--- config.mk ---
export PLATFORM = sky130hd
export DESIGN_NAME = uart_rx_frame
export DESIGN_NICKNAME = d
export VERILOG_FILES = /design/src/rtl/uart_rx_frame.sv
export SDC_FILE = /design/constraint.sdc
export NUM_CORES = 1
export LEC_CHECK = 0
export ABC_AREA = 1
export CORE_AREA = 10 10 73 75
export CTS_BUF_LIST = sky130_fd_sc_hd__clkbuf_4 sky130_fd_sc_hd__clkbuf_8 sky130_fd_sc_hd__clkbuf_16
export CTS_CLUSTER_SIZE = 28
export DETAILED_ROUTE_END_ITERATION = 10
export DIE_AREA = 0 0 83 85
export PLACE_DENSITY = 0.69
export REMOVE_ABC_BUFFERS = 1
export SLEW_MARGIN = 10
export SYNTH_ARGS = -nofsm -noshare
export SYNTH_HDL_FRONTEND = slang
export SYNTH_SLANG_ARGS = --single-unit
--- constraint.sdc ---
create_clock -name clk -period 4.7 [get_ports clk]
set_clock_uncertainty 0.05 [all_clocks]
set_input_delay 1.175 -clock clk [delete_from_list [all_inputs] [get_ports clk]]
set_output_delay 1.175 -clock clk [all_outputs]
set_load 0.01 [all_outputs]
--- src/rtl/uart_rx_frame.sv ---
// rtl/uart_rx_frame.sv - 8N1 byte receiver timed from the debouncer's qualified start flag
module uart_rx_frame #(
    parameter int CLKS_PER_BIT = 868,
    parameter int DATA_BITS    = 8,
    parameter int START_OFFSET = 22
) (
    input  logic                 clk,
    input  logic                 rstn,
    input  logic                 rx_in,
    input  logic                 receive,
    output logic [DATA_BITS-1:0] rx_data,
    output logic                 rx_valid,
    output logic                 frame_err,
    output logic                 done,
    output logic                 busy
);

    localparam int CNT_W = $clog2(CLKS_PER_BIT);
    localparam int IDX_W = (DATA_BITS > 1) ? $clog2(DATA_BITS) : 1;
    localparam int HALF  = CLKS_PER_BIT / 2 - START_OFFSET;

    localparam logic [CNT_W-1:0] HALF_TERM = CNT_W'(HALF - 1);
    localparam logic [CNT_W-1:0] BIT_TERM  = CNT_W'(CLKS_PER_BIT - 1);
    localparam logic [IDX_W-1:0] LAST_IDX  = IDX_W'(DATA_BITS - 1);

    typedef enum logic [2:0] {
        IDLE  = 3'd0,
        START = 3'd1,
        DATA  = 3'd2,
        STOP  = 3'd3,
        DONE  = 3'd4
    } state_t;

    state_t               state_q, state_d;
    logic [CNT_W-1:0]     cnt_q, cnt_d;
    logic [IDX_W-1:0]     idx_q, idx_d;
    logic [DATA_BITS-1:0] shift_q, shift_d;
    logic [DATA_BITS-1:0] rx_data_q, rx_data_d;
    logic                 rx_valid_q, rx_valid_d;
    logic                 frame_err_q, frame_err_d;
    logic                 done_q, done_d;
    logic                 sync1_q, sync1_d;
    logic                 sync2_q, sync2_d;
    logic                 rx_s;

    assign rx_s = sync2_q;

    always_comb begin
        state_d     = state_q;
        cnt_d       = cnt_q + CNT_W'(1);
        idx_d       = idx_q;
        shift_d     = shift_q;
        rx_data_d   = rx_data_q;
        rx_valid_d  = 1'b0;
        frame_err_d = 1'b0;
        done_d      = 1'b0;
        sync1_d     = rx_in;
        sync2_d     = sync1_q;

        case (state_q)
            IDLE: begin
                cnt_d = '0;
                if (receive) begin
                    state_d = START;
                end
            end
            START: begin
                // Part of the start bit was already spent in the debouncer,
                // so only the remainder up to mid-bit is timed here.
                if (cnt_q == HALF_TERM) begin
                    cnt_d = '0;
                    if (!rx_s) begin
                        state_d = DATA;
                        idx_d   = '0;
                    end else begin
                        state_d = DONE;
                        done_d  = 1'b1;
                    end
                end
            end
            DATA: begin
                if (cnt_q == BIT_TERM) begin
                    cnt_d   = '0;
                    shift_d = {rx_s, shift_q[DATA_BITS-1:1]};
                    idx_d   = idx_q + IDX_W'(1);
                    if (idx_q == LAST_IDX) begin
                        state_d = STOP;
                        idx_d   = '0;
                    end
                end
            end
            STOP: begin
                if (cnt_q == BIT_TERM) begin
                    cnt_d   = '0;
                    state_d = DONE;
                    done_d  = 1'b1;
                    if (rx_s) begin
                        rx_data_d  = shift_q;
                        rx_valid_d = 1'b1;
                    end else begin
                        frame_err_d = 1'b1;
                    end
                end
            end
            DONE: begin
                cnt_d   = '0;
                state_d = IDLE;
            end
            default: begin
                cnt_d   = '0;
                state_d = IDLE;
            end
        endcase
    end

    always_ff @(posedge clk or negedge rstn) begin
        if (!rstn) begin
            state_q     <= IDLE;
            cnt_q       <= '0;
            idx_q       <= '0;
            shift_q     <= '0;
            rx_data_q   <= '0;
            rx_valid_q  <= 1'b0;
            frame_err_q <= 1'b0;
            done_q      <= 1'b0;
            sync1_q     <= 1'b1;
            sync2_q     <= 1'b1;
        end else begin
            state_q     <= state_d;
            cnt_q       <= cnt_d;
            idx_q       <= idx_d;
            shift_q     <= shift_d;
            rx_data_q   <= rx_data_d;
            rx_valid_q  <= rx_valid_d;
            frame_err_q <= frame_err_d;
            done_q      <= done_d;
            sync1_q     <= sync1_d;
            sync2_q     <= sync2_d;
        end
    end

    assign rx_data   = rx_data_q;
    assign rx_valid  = rx_valid_q;
    assign frame_err = frame_err_q;
    assign done      = done_q;
    assign busy      = (state_q != IDLE);

endmodule

==> results of run 1 <==
## registers in the layout, summed over array words and instances (netlist names)
name and cells:
cnt_q 10, done 1, frame_err 1, idx_q 3, rx_data 8, rx_s 1
rx_valid 1, shift_q 8, state_q 3, sync1_q 1
## stage by stage
stage / power [W] / setup WS, ps / cells / hold slack (ps)
finish: 0.000612 / 2010 / 262 / 306
detailed placement: 0.000336 / 2310 / 254 / 297
floorplan: 0.000327 / 2780 / 189 / 295
global route: 0.000637 / 1910 / 262 / 311
global placement: 0.000336 / 2310 / 254 / 296
CTS: 0.000623 / 1980 / 262 / 307
## cells by family after synthesis
kind of cell | Yosys count
xor gates and xnor gates | 2
AOI/OAI and AO/OA | 27
buffers and inverters | 35
DFF | 37
and+or+nand+nor | 87
adders and majority gates | 3
## worst max-delay path, stage by stage, from the launching register on
cell             delay, ps
dfrtp_1                390
nor2_1                 230
nand2_1                 80
clkdlybuf4s50_1        480
## synth_stat cells, types with 3 or more instances
master,count,share of area
nor2_1,18,0.039
o21ai_2,17,0.086
inv_1,31,0.068
o21ai_0,6,0.017
nand2_1,47,0.10
nand2_2,4,0.015
nand3_1,6,0.017
nor3_1,4,0.012
ha_1,3,0.022
dfrtp_1,35,0.51
## how the worst max path moves through the flow
stage	cells after the start	slack, ps	endpoint
floorplan	2	2780	busy
global placement	3	2310	busy
detailed placement	3	2310	busy
CTS	3	1980	busy
global route	3	1910	busy
finish	3	2010	busy
## layout make-up
class / count / area share
clock buffers: 6 / 0.0407
clock inverters: 2 / 0.0185
inverters: 33 / 0.0611
multi-input cells: 119 / 0.320
flip-flops and latches: 37 / 0.458
well taps: 50 / 0.0308
repair buffers: 15 / 0.0716
## per-layer routing
layer	vias to the layer above	GRT usage	wire (µm)
li1	631	-	-
met1	551	0.0983	1350
met2	19	0.144	1290
met3	4	0.0478	192
met4	0	0.0356	25
met5	-	0	0
## power by group
part	leakage [nW]	internal [W]	switching [W]
Sequential	0.491	0.000320	0.000000729
Combinational	0.421	0.00000201	0.00000657
Clock	0.0574	0.000172	0.000110
Total	0.969	0.000494	0.000118
==> results.toml, run 1 <==
[detailed_routing]
wl_per_cell_um = 10.9
ant_nets = 0
drt_iter0_markers = 51
vias = 1205
wl_mm = 2.85
drtPass1Iterations = 4
post-route-drc-count = 0
via_per_inst = 4.60

[floorplan]
die_w_um = 83
dieHeight_um = 85
fp.coreArea_um2 = 3910
placementRows = 23
initial_utilization = 0.440
die_area_um2 = 7060
num_io_pins = 16

[status]
status = "complete, no violations"

[critical_path]
crit_type = "register to primary output"
r2r_cells = 8
reg2reg_from = "cnt_q[0]"
critPathLaunch = "state_q[0]"
end_kind = "primary output"
timing.rr.end = "shift_q[3]"
rrSetupSlack_ps = 3010
startpoint_type = "register"
required_ps = 3470
crit_fanout = 5
arrival_ps = 1470

[sta]
period_needed_ps = 2690
setup_violations = 0
grt_setup_unrepaired = "no"
slew_headroom = 0.472
tightest_slew_ps = 792
max_freq_ghz = 0.371
post-route-period-util = 0.573
timing.final.max_slew_violations = 0
hold_viol_final = 0
setup_tns_ps = 0

[yosys]
ys_seq_area_frac = 0.539
avgSynthCellArea_um2 = 9.02
synthCells = 191
synth_area_um2 = 1720
synth_top_family_by_area = "simple AND/OR/NAND/NOR gates"
synth_edf_count = 0
synth-simple-area-share = 0.224
synth-compound-area-share = 0.120
synth.ff_latch_count = 37
synthMuxAreaShare = 0
synthAdderAreaFrac = 0.0218
yosysWarnings = 0
yosysUniqueCellTypes = 23
synth-async-reset-ratio = 1.00
synthXorXnorAreaFrac = 0.0102
synth-main-ff-cell = "dfrtp_1"

[placed_design]
dp_hpwl_mm = 2.02
gp_congestion = 0.844
post_dp_cell_area_um2 = 1910
io_buffers = 15

[clock_network]
path_clk_slew_ps = 70
cts.sinks = 37
post_cts_buffers = 0
clockRootBuffer = "clkbuf_8"
clock_latency_ps = 290
cts-hold-fix-buffers = 0
post_cts_resize_count = 0
clk_path_buf_depth = 2
cts_buffers = 5
htree_num_levels = 2
tritoncts = "built"

[hold_path]
hold_depth = 0
min_path_type = "register to register"
hold_path_startpoint = "sync1_q"
holdPathEnd = "rx_s"

[layout]
multi_input_area_um2 = 648
final_cell_area_um2 = 2030
utilization = 0.518
area_delta_synth_final_pct = 17.7
layout_commonest_cell = "nand2_1"
register_area_um2 = 928
nNetsFinal = 218
drive_gt1_frac = 0.184
diodes = 0
fillers = 386
final_cell_mix = "nand2_1, dfrtp_1, inv_1"

[power]
p_per_area_nw_per_um2 = 302
peakVddDrop_v = 0.000249
power_leakage_nw = 0.969

[grt]
globalRouteTotalUtil = 0.0899
grt_max_degree = 38
first_global_vias = 1221
antenna_found_initial = 0
grt_overflow = 0
grt_pass1_wl_mm = 5.29

[flow_run]
cap_violations = 0
Power figures use the tool's default switching activity.
==> run 2: changes to the inputs <==
Clock period 4.7 ns to 2.8 ns, I/O delays scaled along.
==> run 2 against run 1 <==
  * Core utilization decreased by 0.86 points
  * Largest power group unchanged
  * Routed wire length decreased by 1.2%
  * Die area unchanged
  * Sequential power increased by 68%
  * Via count decreased by 1.6%
  * Sequential share of layout area increased by 0.78 points
  * Critical path depth unchanged
  * Worst setup slack got worse by 1400 ps
  * Critical path type unchanged
  * Hold slack about the same
  * Count of clock-buffer cells in the layout unchanged
  * Combinational power increased by 68%
  * Total power increased by 48%
==> results.toml, run 2 (synthesis results as in run 1) <==
[status]
status = "complete, no violations"

[layout]
area_delta_synth_final_pct = 15.8
finalNonFillerCells = 262
drive_gt1_frac = 0.184
nNetsFinal = 218
regMostFlops = "cnt_q"
utilization = 0.510
diodes = 0
largest_reg_flops = 10
layout_commonest_cell = "nand2_1"
final_cell_mix = "nand2_1, dfrtp_1, inv_1"
fillers = 404

[critical_path]
cp_slowest_stage_delay_ps = 480
required_ps = 2050
arrival_ps = 1460
end_kind = "primary output"
cp.buffers_inverters = 1
crit_type = "register to primary output"
startpoint_type = "register"
worst_path_dominant_cell_family = "buffers and inverters"
crit_fanout = 5
path_cells = "nor2_1 -> nand2_1 -> clkdlybuf4s50_1"
cp_slowest_cell = "clkdlybuf4s50_1"

[power]
power_frac_seq = 0.593
p_per_area_nw_per_um2 = 455
power_switching_share = 0.204
combinationalPowerShare = 0.016
power_switching_w = 0.000185
p_total_w = 0.000907
peakVddDrop_v = 0.000406
internal-power_w = 0.000722
power_leakage_nw = 0.960
clkPwrFrac = 0.391

[sta]
post-route-period-util = 0.791
timing.final.max_slew_violations = 0
hold_viol_final = 0
setup_violations = 0
slew_headroom = 0.479
max_freq_ghz = 0.452
period_needed_ps = 2210
setup_tns_ps = 0
tightest_slew_ps = 782
grt_setup_unrepaired = "no"

[flow_run]
cap_violations = 0

[detailed_routing]
post-route-drc-count = 0
via_per_inst = 4.53
ant_nets = 0
wl_per_cell_um = 10.8
vias = 1186
drtPass1Iterations = 2
wl_mm = 2.82
drt_iter0_markers = 52

[placed_design]
gp_congestion = 0.844
io_buffers = 15
dp_hpwl_mm = 2.06
place_inst = 254

[clock_network]
post_cts_buffers = 0
path_clk_slew_ps = 60
htree_num_levels = 2
clockRootBuffer = "clkbuf_8"
cts-hold-fix-buffers = 0
cts.sinks = 37
tritoncts = "built"
clock_latency_ps = 290
cts_buffers = 5
post_cts_resize_count = 0
clk_path_buf_depth = 2

[grt]
grt_overflow = 0
grt_pass1_wl_mm = 5.22
antenna_found_initial = 0
first_global_vias = 1201
grt_max_degree = 38
globalRouteTotalUtil = 0.0892

[floorplan]
die_area_um2 = 7060
fp.coreArea_um2 = 3910
num_io_pins = 16
dieHeight_um = 85
die_w_um = 83
placementRows = 23
initial_utilization = 0.440

[hold_path]
min_path_type = "register to register"
## run 2: cell count changes in the layout (fill, tap and decap cells not counted)
| cell | before | now |
|---|---|---|
| clkinv_2 | 0 | 2 |
| bufinv_16 | 1 | 0 |
| clkbuf_4 | 0 | 1 |
| clkbuf_8 | 6 | 5 |
| clkinvlp_4 | 1 | 0 |
## run 2: layout make-up
class,instances,area [µm²],area share
Clock inverter,2,10.0,0.00502
Timing Repair Buffer,15,145,0.0728
Tap cell,50,62.6,0.0314
Multi-Input combinational cell,119,648,0.325
Clock buffer,6,76.3,0.0383
Sequential cell,37,928,0.465
Inverter,33,124,0.0621
## run 2: path summary, 6_finish.rpt
| path | end | startpoint | slack (ps) | depth (start not counted) |
|---|---|---|---|---|
| min in group asynchronous | shift_q[7] | rstn | 440 | 1 |
| worst min-delay path | rx_s | sync1_q | 310 | 0 |
| worst min register to register | rx_s | sync1_q | 310 | 0 |
| max in group asynchronous | cnt_q[1] | rstn | 1750 | 1 |
| worst max register to register | rx_data[6] | cnt_q[0] | 1110 | 8 |
| worst max-delay path | busy | state_q[0] | 590 | 3 |
## run 2: stage by stage
stage / hold slack (ps) / cell area, µm² / setup WS, ps
finish: 305 / 1990 / 586
global route: 310 / 1990 / 486
CTS: 306 / 1990 / 560
detailed placement: 297 / 1910 / 881
global placement: 296 / 1910 / 889
floorplan: 295 / 1700 / 1310
## run 2: per-layer routing
layer	GRT usage	up-vias	part of all wire
met1	0.100	535	0.47
li1	-	630	-
met3	0.0382	5	0.054
met4	0.0418	0	0.014
met5	0	-	0
met2	0.143	16	0.46
## run 2: power by group through the flow
| stage | Sequential [W] | Clock, W | Combinational (W) |
|---|---|---|---|
| final | 0.000538 | 0.000355 | 0.0000144 |
| after global routing | 0.000538 | 0.000399 | 0.0000171 |
| after CTS | 0.000538 | 0.000374 | 0.0000158 |
| after detailed placement | 0.000548 | 0 | 0.0000157 |
| after global placement | 0.000548 | 0 | 0.0000157 |
| after floorplan | 0.000548 | 0 | 0.00000135 |
